## config.mk

```make
export PLATFORM = sky130hd
export DESIGN_NAME = tt_lpf_scan_ctrl_flat
export DESIGN_NICKNAME = d
export VERILOG_FILES = /design/src/rtl/tt_lpf_scan_ctrl_if.sv /design/src/rtl/tt_lpf_scan_ctrl.sv /design/src/flat_wrapper.sv
export SDC_FILE = /design/constraint.sdc
export NUM_CORES = 1
export LEC_CHECK = 0
export ABC_AREA = 1
export CAP_MARGIN = 20
export CORE_MARGIN = 2
export CORE_UTILIZATION = 31
export CTS_CLUSTER_DIAMETER = 150
export DETAILED_ROUTE_END_ITERATION = 7
export PLACE_DENSITY_LB_ADDON = 0.3
export SKIP_CTS_REPAIR_TIMING = 1
export SYNTH_ARGS = -nofsm -noshare
export SYNTH_HDL_FRONTEND = slang
export SYNTH_SLANG_ARGS = --single-unit
```

## constraint.sdc

```tcl
create_clock -name i_clk_gen -period 1.65 [get_ports i_clk_gen]
set_clock_uncertainty 0.05 [all_clocks]
set_input_delay 0.165 -clock i_clk_gen [delete_from_list [all_inputs] [get_ports i_clk_gen]]
set_output_delay 0.165 -clock i_clk_gen [all_outputs]
set_load 0.01 [all_outputs]
```

## src/rtl/tt_lpf_scan_ctrl_if.sv

```systemverilog
// Register-side request/response bundle for the loop-filter scan sequencer.
// The master is the config/debug register block; the slave is the sequencer.
interface tt_lpf_scan_ctrl_if #(
    parameter int CHAIN_LEN = 32
);
    logic                 i_req;
    logic                 i_op;
    logic [CHAIN_LEN-1:0] i_wdata;
    logic                 o_ready;
    logic                 o_done;
    logic [CHAIN_LEN-1:0] o_rdata;

    modport master (
        output i_req,
        output i_op,
        output i_wdata,
        input  o_ready,
        input  o_done,
        input  o_rdata
    );

    modport slave (
        input  i_req,
        input  i_op,
        input  i_wdata,
        output o_ready,
        output o_done,
        output o_rdata
    );
endinterface

```

## src/rtl/tt_lpf_scan_ctrl.sv

```systemverilog
// Scan-chain sequencer for the PLL loop-filter integrator.
// One request drives scan enable for exactly CHAIN_LEN cycles, either loading a
// new accumulator value (write) or recirculating the old one (read); the bits
// leaving the chain are always captured so the prior value can be read back.
module tt_lpf_scan_ctrl #(
    parameter int CHAIN_LEN = 32
) (
    input  logic                  i_clk_gen,
    input  logic                  i_rst_n,
    tt_lpf_scan_ctrl_if.slave     bus,
    output logic                  o_scan_en,
    output logic                  o_scan_in,
    input  logic                  i_scan_out
);

    localparam int CNT_W = $clog2(CHAIN_LEN);

    typedef enum logic [1:0] {
        ST_IDLE,
        ST_SHIFT,
        ST_DONE
    } state_t;

    state_t               state_q, state_d;
    logic [CNT_W-1:0]     cnt_q, cnt_d;
    logic [CHAIN_LEN-1:0] tx_q, tx_d;
    logic [CHAIN_LEN-1:0] rx_q, rx_d;
    logic                 op_q, op_d;
    logic                 scan_en_q, scan_en_d;

    // State register and datapath flops; reset discards any partial operation.
    always_ff @(posedge i_clk_gen or negedge i_rst_n) begin
        if (!i_rst_n) begin
            state_q   <= ST_IDLE;
            cnt_q     <= '0;
            tx_q      <= '0;
            rx_q      <= '0;
            op_q      <= 1'b0;
            scan_en_q <= 1'b0;
        end else begin
            state_q   <= state_d;
            cnt_q     <= cnt_d;
            tx_q      <= tx_d;
            rx_q      <= rx_d;
            op_q      <= op_d;
            scan_en_q <= scan_en_d;
        end
    end

    // Next-state logic: latch the request, shift CHAIN_LEN times, pulse done.
    always_comb begin
        state_d = state_q;
        cnt_d   = cnt_q;
        tx_d    = tx_q;
        rx_d    = rx_q;
        op_d    = op_q;
        case (state_q)
            ST_IDLE: begin
                if (bus.i_req) begin
                    state_d = ST_SHIFT;
                    cnt_d   = CNT_W'(CHAIN_LEN - 1);
                    tx_d    = bus.i_wdata;
                    op_d    = bus.i_op;
                end
            end
            ST_SHIFT: begin
                tx_d = {tx_q[CHAIN_LEN-2:0], 1'b0};
                rx_d = {rx_q[CHAIN_LEN-2:0], i_scan_out};
                if (cnt_q == '0) begin
                    state_d = ST_DONE;
                end else begin
                    cnt_d = cnt_q - CNT_W'(1);
                end
            end
            ST_DONE: begin
                state_d = ST_IDLE;
            end
            default: begin
                state_d = ST_IDLE;
            end
        endcase
        scan_en_d = (state_d == ST_SHIFT);
    end

    assign o_scan_en   = scan_en_q;
    assign o_scan_in   = scan_en_q ? (op_q ? tx_q[CHAIN_LEN-1] : i_scan_out) : 1'b0;
    assign bus.o_ready = (state_q == ST_IDLE);
    assign bus.o_done  = (state_q == ST_DONE);
    assign bus.o_rdata = rx_q;

endmodule
```

## src/flat_wrapper.sv

```systemverilog
// flat-port wrapper written by rule: the top's interface ports become plain ports
module tt_lpf_scan_ctrl_flat 
#(
    parameter int CHAIN_LEN = 32
)
  (i_clk_gen, i_rst_n, o_scan_en, o_scan_in, i_scan_out, bus_i_req, bus_i_op, bus_i_wdata, bus_o_ready, bus_o_done, bus_o_rdata);
  tt_lpf_scan_ctrl_if #(.CHAIN_LEN(CHAIN_LEN)) bus_i ();
  input  logic i_clk_gen;
  input  logic i_rst_n;
  output logic o_scan_en;
  output logic o_scan_in;
  input  logic i_scan_out;
  input wire logic [$bits(bus_i.i_req)-1:0] bus_i_req;
  input wire logic [$bits(bus_i.i_op)-1:0] bus_i_op;
  input wire logic [$bits(bus_i.i_wdata)-1:0] bus_i_wdata;
  output wire logic [$bits(bus_i.o_ready)-1:0] bus_o_ready;
  output wire logic [$bits(bus_i.o_done)-1:0] bus_o_done;
  output wire logic [$bits(bus_i.o_rdata)-1:0] bus_o_rdata;
  assign bus_i.i_req = bus_i_req;
  assign bus_i.i_op = bus_i_op;
  assign bus_i.i_wdata = bus_i_wdata;
  assign bus_o_ready = bus_i.o_ready;
  assign bus_o_done = bus_i.o_done;
  assign bus_o_rdata = bus_i.o_rdata;
  tt_lpf_scan_ctrl #(.CHAIN_LEN(CHAIN_LEN)) u_core (.i_clk_gen(i_clk_gen), .i_rst_n(i_rst_n), .bus(bus_i), .o_scan_en(o_scan_en), .o_scan_in(o_scan_in), .i_scan_out(i_scan_out));
endmodule
```

== Word level (Yosys, flattened, before mapping) ==
Index checks and enable logic that the tools add are counted.

* Add/sub/neg operators: 1
* Equality and inequality tests: 5
* Mux-type cells: 10
* Reductions and logical operators: 6

{| class="wikitable"
|+ Operators with widths
! cell !! count
|-
| $pmux W32 S2 || 1
|-
| $mux W32 || 1
|-
| $mux W5 || 2
|-
| $pmux W5 S2 || 1
|-
| $logic_not A5 Y1 || 1
|-
| $sub A5 B1 Y5 const B || 1
|-
| $eq A2 B1 Y1 const B || 2
|-
| $mux W2 || 2
|-
| $ne A2 B2 Y1 const B || 2
|-
| $pmux W2 S2 || 1
|-
| $reduce_and A2 Y1 || 2
|-
| $reduce_and A3 Y1 || 1
|-
| $eq A2 B2 Y1 const B || 1
|-
| $logic_not A2 Y1 || 1
|-
| $mux W1 || 2
|-
| $reduce_bool A2 Y1 || 1
|}

* Flip-flop bits (word level): 73
* Input port bits: 37
* Output and inout port bits: 36
* Word-level logic and storage cells: 28

== Logic depth before layout (Yosys ltp) ==
* Word-level depth: 4
* Gate-level depth with buffers: 8
* Mapped depth without buffers: 7

== Least setup slack after synthesis ==
OpenSTA, ideal clock, no wires.

* Path kind: flip-flop to flip-flop
* Start: reg u_core.state_q[0]
* End: reg u_core.tx_q[10]
* Library setup time: 0.121 ns
* Arrival: 1.071 ns
* Data required time: 1.479 ns
* Slack: 0.409 ns
* Cell stages (with the launch flop): 6
* Buffers on the path: 1
* Period minus slack after synthesis: 1.241 ns
* Cell sequence: dfrtp_1 -> nor2_4 -> nand2_4 -> nand2_4 -> buf_2 -> o21ai_1

* Word-level cells in the longest chain between the ends: 3
* Elaborated cells between the ends (all ways): 6
* Those cells by class: eq/ne: 2; mux: 1; reduce/logical: 3

{| class="wikitable"
|+ RTL lines
! element !! RTL line !! text
|-
| start: declaration || tt_lpf_scan_ctrl.sv:24 || <nowiki>state_t state_q, state_d;</nowiki>
|-
| start signal: assignment || tt_lpf_scan_ctrl.sv:41 || <nowiki>state_q <= state_d;</nowiki>
|-
| $logic_not A2 Y1 * || n/a ||
|-
| named net bus_o_ready || flat_wrapper.sv:16 || <nowiki>output wire logic [$bits(bus_i.o_ready)-1:0] bus_o_ready;</nowiki>
|-
| $ne A2 B2 Y1 (no line) / $reduce_bool A2 Y1 (equally long branches) || n/a ||
|-
| $reduce_and A2 Y1 (no line) || n/a ||
|-
| end signal: assignment || tt_lpf_scan_ctrl.sv:43 || <nowiki>tx_q <= tx_d;</nowiki>
|-
| end: declaration || tt_lpf_scan_ctrl.sv:26 || <nowiki>logic [CHAIN_LEN-1:0] tx_q, tx_d;</nowiki>
|}

The timed path passes the listed nets; every way through them passes the cells marked *.
A chain may end at the register's enable or synchronous reset.

== Final worst setup path ==
* Start: reg u_core.rx_q[18], in the netlist u_core.bus.o_rdata[18]
* End: out bus_o_rdata[18]

{| class="wikitable"
|+ RTL lines
! element !! RTL line !! text
|-
| start: declaration || tt_lpf_scan_ctrl.sv:27 || <nowiki>logic [CHAIN_LEN-1:0] rx_q, rx_d;</nowiki>
|-
| start signal: assignment || tt_lpf_scan_ctrl.sv:44 || <nowiki>rx_q <= rx_d;</nowiki>
|-
| end: declaration || flat_wrapper.sv:18 || <nowiki>output wire logic [$bits(bus_i.o_rdata)-1:0] bus_o_rdata;</nowiki>
|}

No word-level cell between the ends.

==> flow_summary.yaml <==
drt:
  via_per_inst: 4.45
  ant_nets: 0
  drt_iter0_markers: 101
  drt_pre_antenna_iters: 4
  post_drt_wl_per_cell_um: 11.6
  vias: 2685
  drc: 0
  wirelength_mm: 7.00
cells_and_area:
  fin_nets: 501
  mostFrequentLayoutCells: "nand2_1 (168), dfrtp_1 (72), clkdlybuf4s50_1 (68)"
  final_cells: 604
  final_common_cell: "nand2_1"
  nFillCells: 1018
  area_growth_pct: 34.5
  finalInstanceArea_um2: 4330
  n_antenna_cell: 0
  drive_gt1_share_pct: 6.84
timing:
  hold_slack_ns: 0.323
  relSlewSlack_pct: 64.9
  finalCriticalPeriod_ns: 1.52
  setup_ws_ns: 0.126
  hold_viol: 0
  worst_slew_pin_slew_ns: 0.526
  fmax_mhz: 656
  finalSetupViolCount: 0
  final_max_slew_viol_count: 0
  finalSetupTns_ns: 0
  period_share_pct: 92.3
  rsz0062_at_grt: "no"
power:
  pwr_density_cell_nw_per_um2: 1740
  internal_power_mw: 4.81
  leakagePower_nw: 2.10
  swShare_pct: 36.1
  seqPwrFrac_pct: 38.6
  comb_power_share_pct: 40.1
  switching_power_mw: 2.72
  p_clk_share_pct: 21.3
  ir_worst_vdd_uv: 736
place:
  place.gp.congestion: 0.718
  place_hpwl_mm: 4.52
  place_ws_ns: -0.0174
  io_buffers: 72
  place_inst: 587
  dpl_cell_area_um2: 4080
critical_path:
  worstSetupEndpointType: "primary output"
  critPathMaxStageDelay_ns: 0.57
  crit_chain: "clkdlybuf4s50_1"
  required_ns: 1.43
  critPathBufInv: 1
  critPathLaunchType: "register"
  crit_slowest_cell: "clkdlybuf4s50_1"
  critPathTopFamily: "buffers and inverters"
  crit_type: "register to primary output"
  path_max_fanout: 3
  crit_arrival_ns: 1.31
floorplanning:
  die-area_um2: 11200
  ioPinCount: 73
  initial_core_util_pct: 31.6
  rows: 37
  die_x_um: 106
  core_um2: 10200
  die_h_um: 106
clock_network:
  htree_levels: 3
  clockBufferDepth: 2
  cts_buffers: 9
  clk_pin_slew_worst_paths_ns: 0.08
  clk_latency_ns: 0.34
  cts_root_buf: "clkbuf_8"
  clock_sinks: 73
  cts_tree: "done"
global_route:
  grt_pass1_wl_mm: 11.7
  grt.overflow.total: 0
  grt_max_degree: 71
  first_global_vias: 2524
  grtUsageTotal_pct: 13.2
  antenna_found_initial: 0
logic_synthesis:
  yosys_warnings: 0
  syn_area_um2: 3220
  ys_seq_elements: 73
  syn_inst: 392
  synth_cell_type_count: 18
  ys_seq_area_share_pct: 56.7
  syn_avg_cell_area_um2: 8.22
  synthesis.nets: 430
run:
  max_cap_viol_count: 0
run_status:
  status: "finished clean"
min_path:
  holdCritPathClass: "primary input to async pin"
[path summary, 6_finish.rpt]
check / slack, ns / from / cells after the start / endpoint
setup / recovery: 0.13 / u_core.bus.o_rdata[18] / 1 / bus_o_rdata[18]
hold / removal: 0.32 / i_rst_n / 2 / u_core.tx_q[31]
setup reg to reg: 0.27 / u_core.cnt_q[0] / 7 / u_core.cnt_q[0]
hold reg to reg: 0.45 / u_core.bus.o_rdata[31] / 2 / u_core.bus.o_rdata[31]
max in group asynchronous: 0.67 / i_rst_n / 3 / u_core.bus.o_rdata[19]
min in group i_clk_gen: 0.34 / bus_i_op / 3 / u_core.op_q
[cell families after synthesis]
logic type	synth area share [%]
AO/OA/AOI/OAI	10.9
flip-flops	56.7
adder cells (fa/ha/maj)	0.388
AND/OR/NAND/NOR	23.2
XOR/XNOR	0.272
buffers and inverters	8.51
[final cells by class]
class	count	area [µm²]	share of cell area [%]
sequential	73	1830	42.2
multi-input combinational	259	1120	25.9
inverter	41	154	3.55
clock buffer	11	151	3.50
tap	136	170	3.93
timing repair buffer	79	831	19.2
clock inverter	5	77.6	1.79
[cell usage after synthesis]
| cell type | n | area [µm²] |
|---|---|---|
| nand2_2 | 2 | 12.5 |
| nor2_4 | 1 | 11.3 |
| nand3_1 | 9 | 45.0 |
| buf_2 | 12 | 60.1 |
| clkbuf_1 | 1 | 3.75 |
| dfrtp_1 | 73 | 1830 |
| nor2_1 | 4 | 15.0 |
| a21oi_1 | 1 | 5.00 |
| xnor2_1 | 1 | 8.76 |
| inv_1 | 39 | 146 |
| ha_1 | 1 | 12.5 |
| o21ai_1 | 50 | 250 |
| o21ai_0 | 19 | 95.1 |
| inv_2 | 2 | 7.51 |
| nand2_1 | 168 | 631 |
| nand2_4 | 3 | 33.8 |
| buf_4 | 3 | 22.5 |
| buf_6 | 3 | 33.8 |
[power by group through the flow]
stage	sequential [mW]	clock, mW	combinational [mW]
after global routing	2.98	1.73	3.46
after global placement	2.91	0	3.01
after detailed placement	2.92	0	3.07
after floorplan	3.00	0	1.80
after CTS	2.91	1.65	3.08
final	2.90	1.60	3.02
[worst reg2reg max path: stages (launching register included)]
cell	delay, ns
dfrtp_1	0.40
inv_1	0.11
ha_1	0.21
nand3_1	0.12
nand2_2	0.15
nand2_2	0.11
nand2_1	0.07
nand2_1	0.05
[registers in the layout (all words and copies together) (netlist names)]
register	cells
u_core.state_q	2
u_core.cnt_q	5
u_core.o_scan_en	1
u_core.op_q	1
u_core.tx_q	32
u_core.bus.o_rdata	32
[stage by stage]
| stage | util, % | power [mW] |
|---|---|---|
| detailed placement | 40.1 | 5.99 |
| finish | 42.5 | 7.52 |
| floorplan | - | 4.80 |
| global route | 42.5 | 8.17 |
| global placement | 40.1 | 5.91 |
| CTS | 42.3 | 7.64 |
[metal layers]
| metal | part of all wire [%] | up-vias | track usage (%) |
|---|---|---|---|
| met1 | 47 | 1245 | 17.5 |
| li1 | - | 1362 | - |
| met2 | 43 | 68 | 19.1 |
| met5 | 0 | - | 0 |
| met3 | 8.4 | 10 | 5.40 |
| met4 | 1.6 | 0 | 5.36 |
Power figures use the tool's default switching activity.
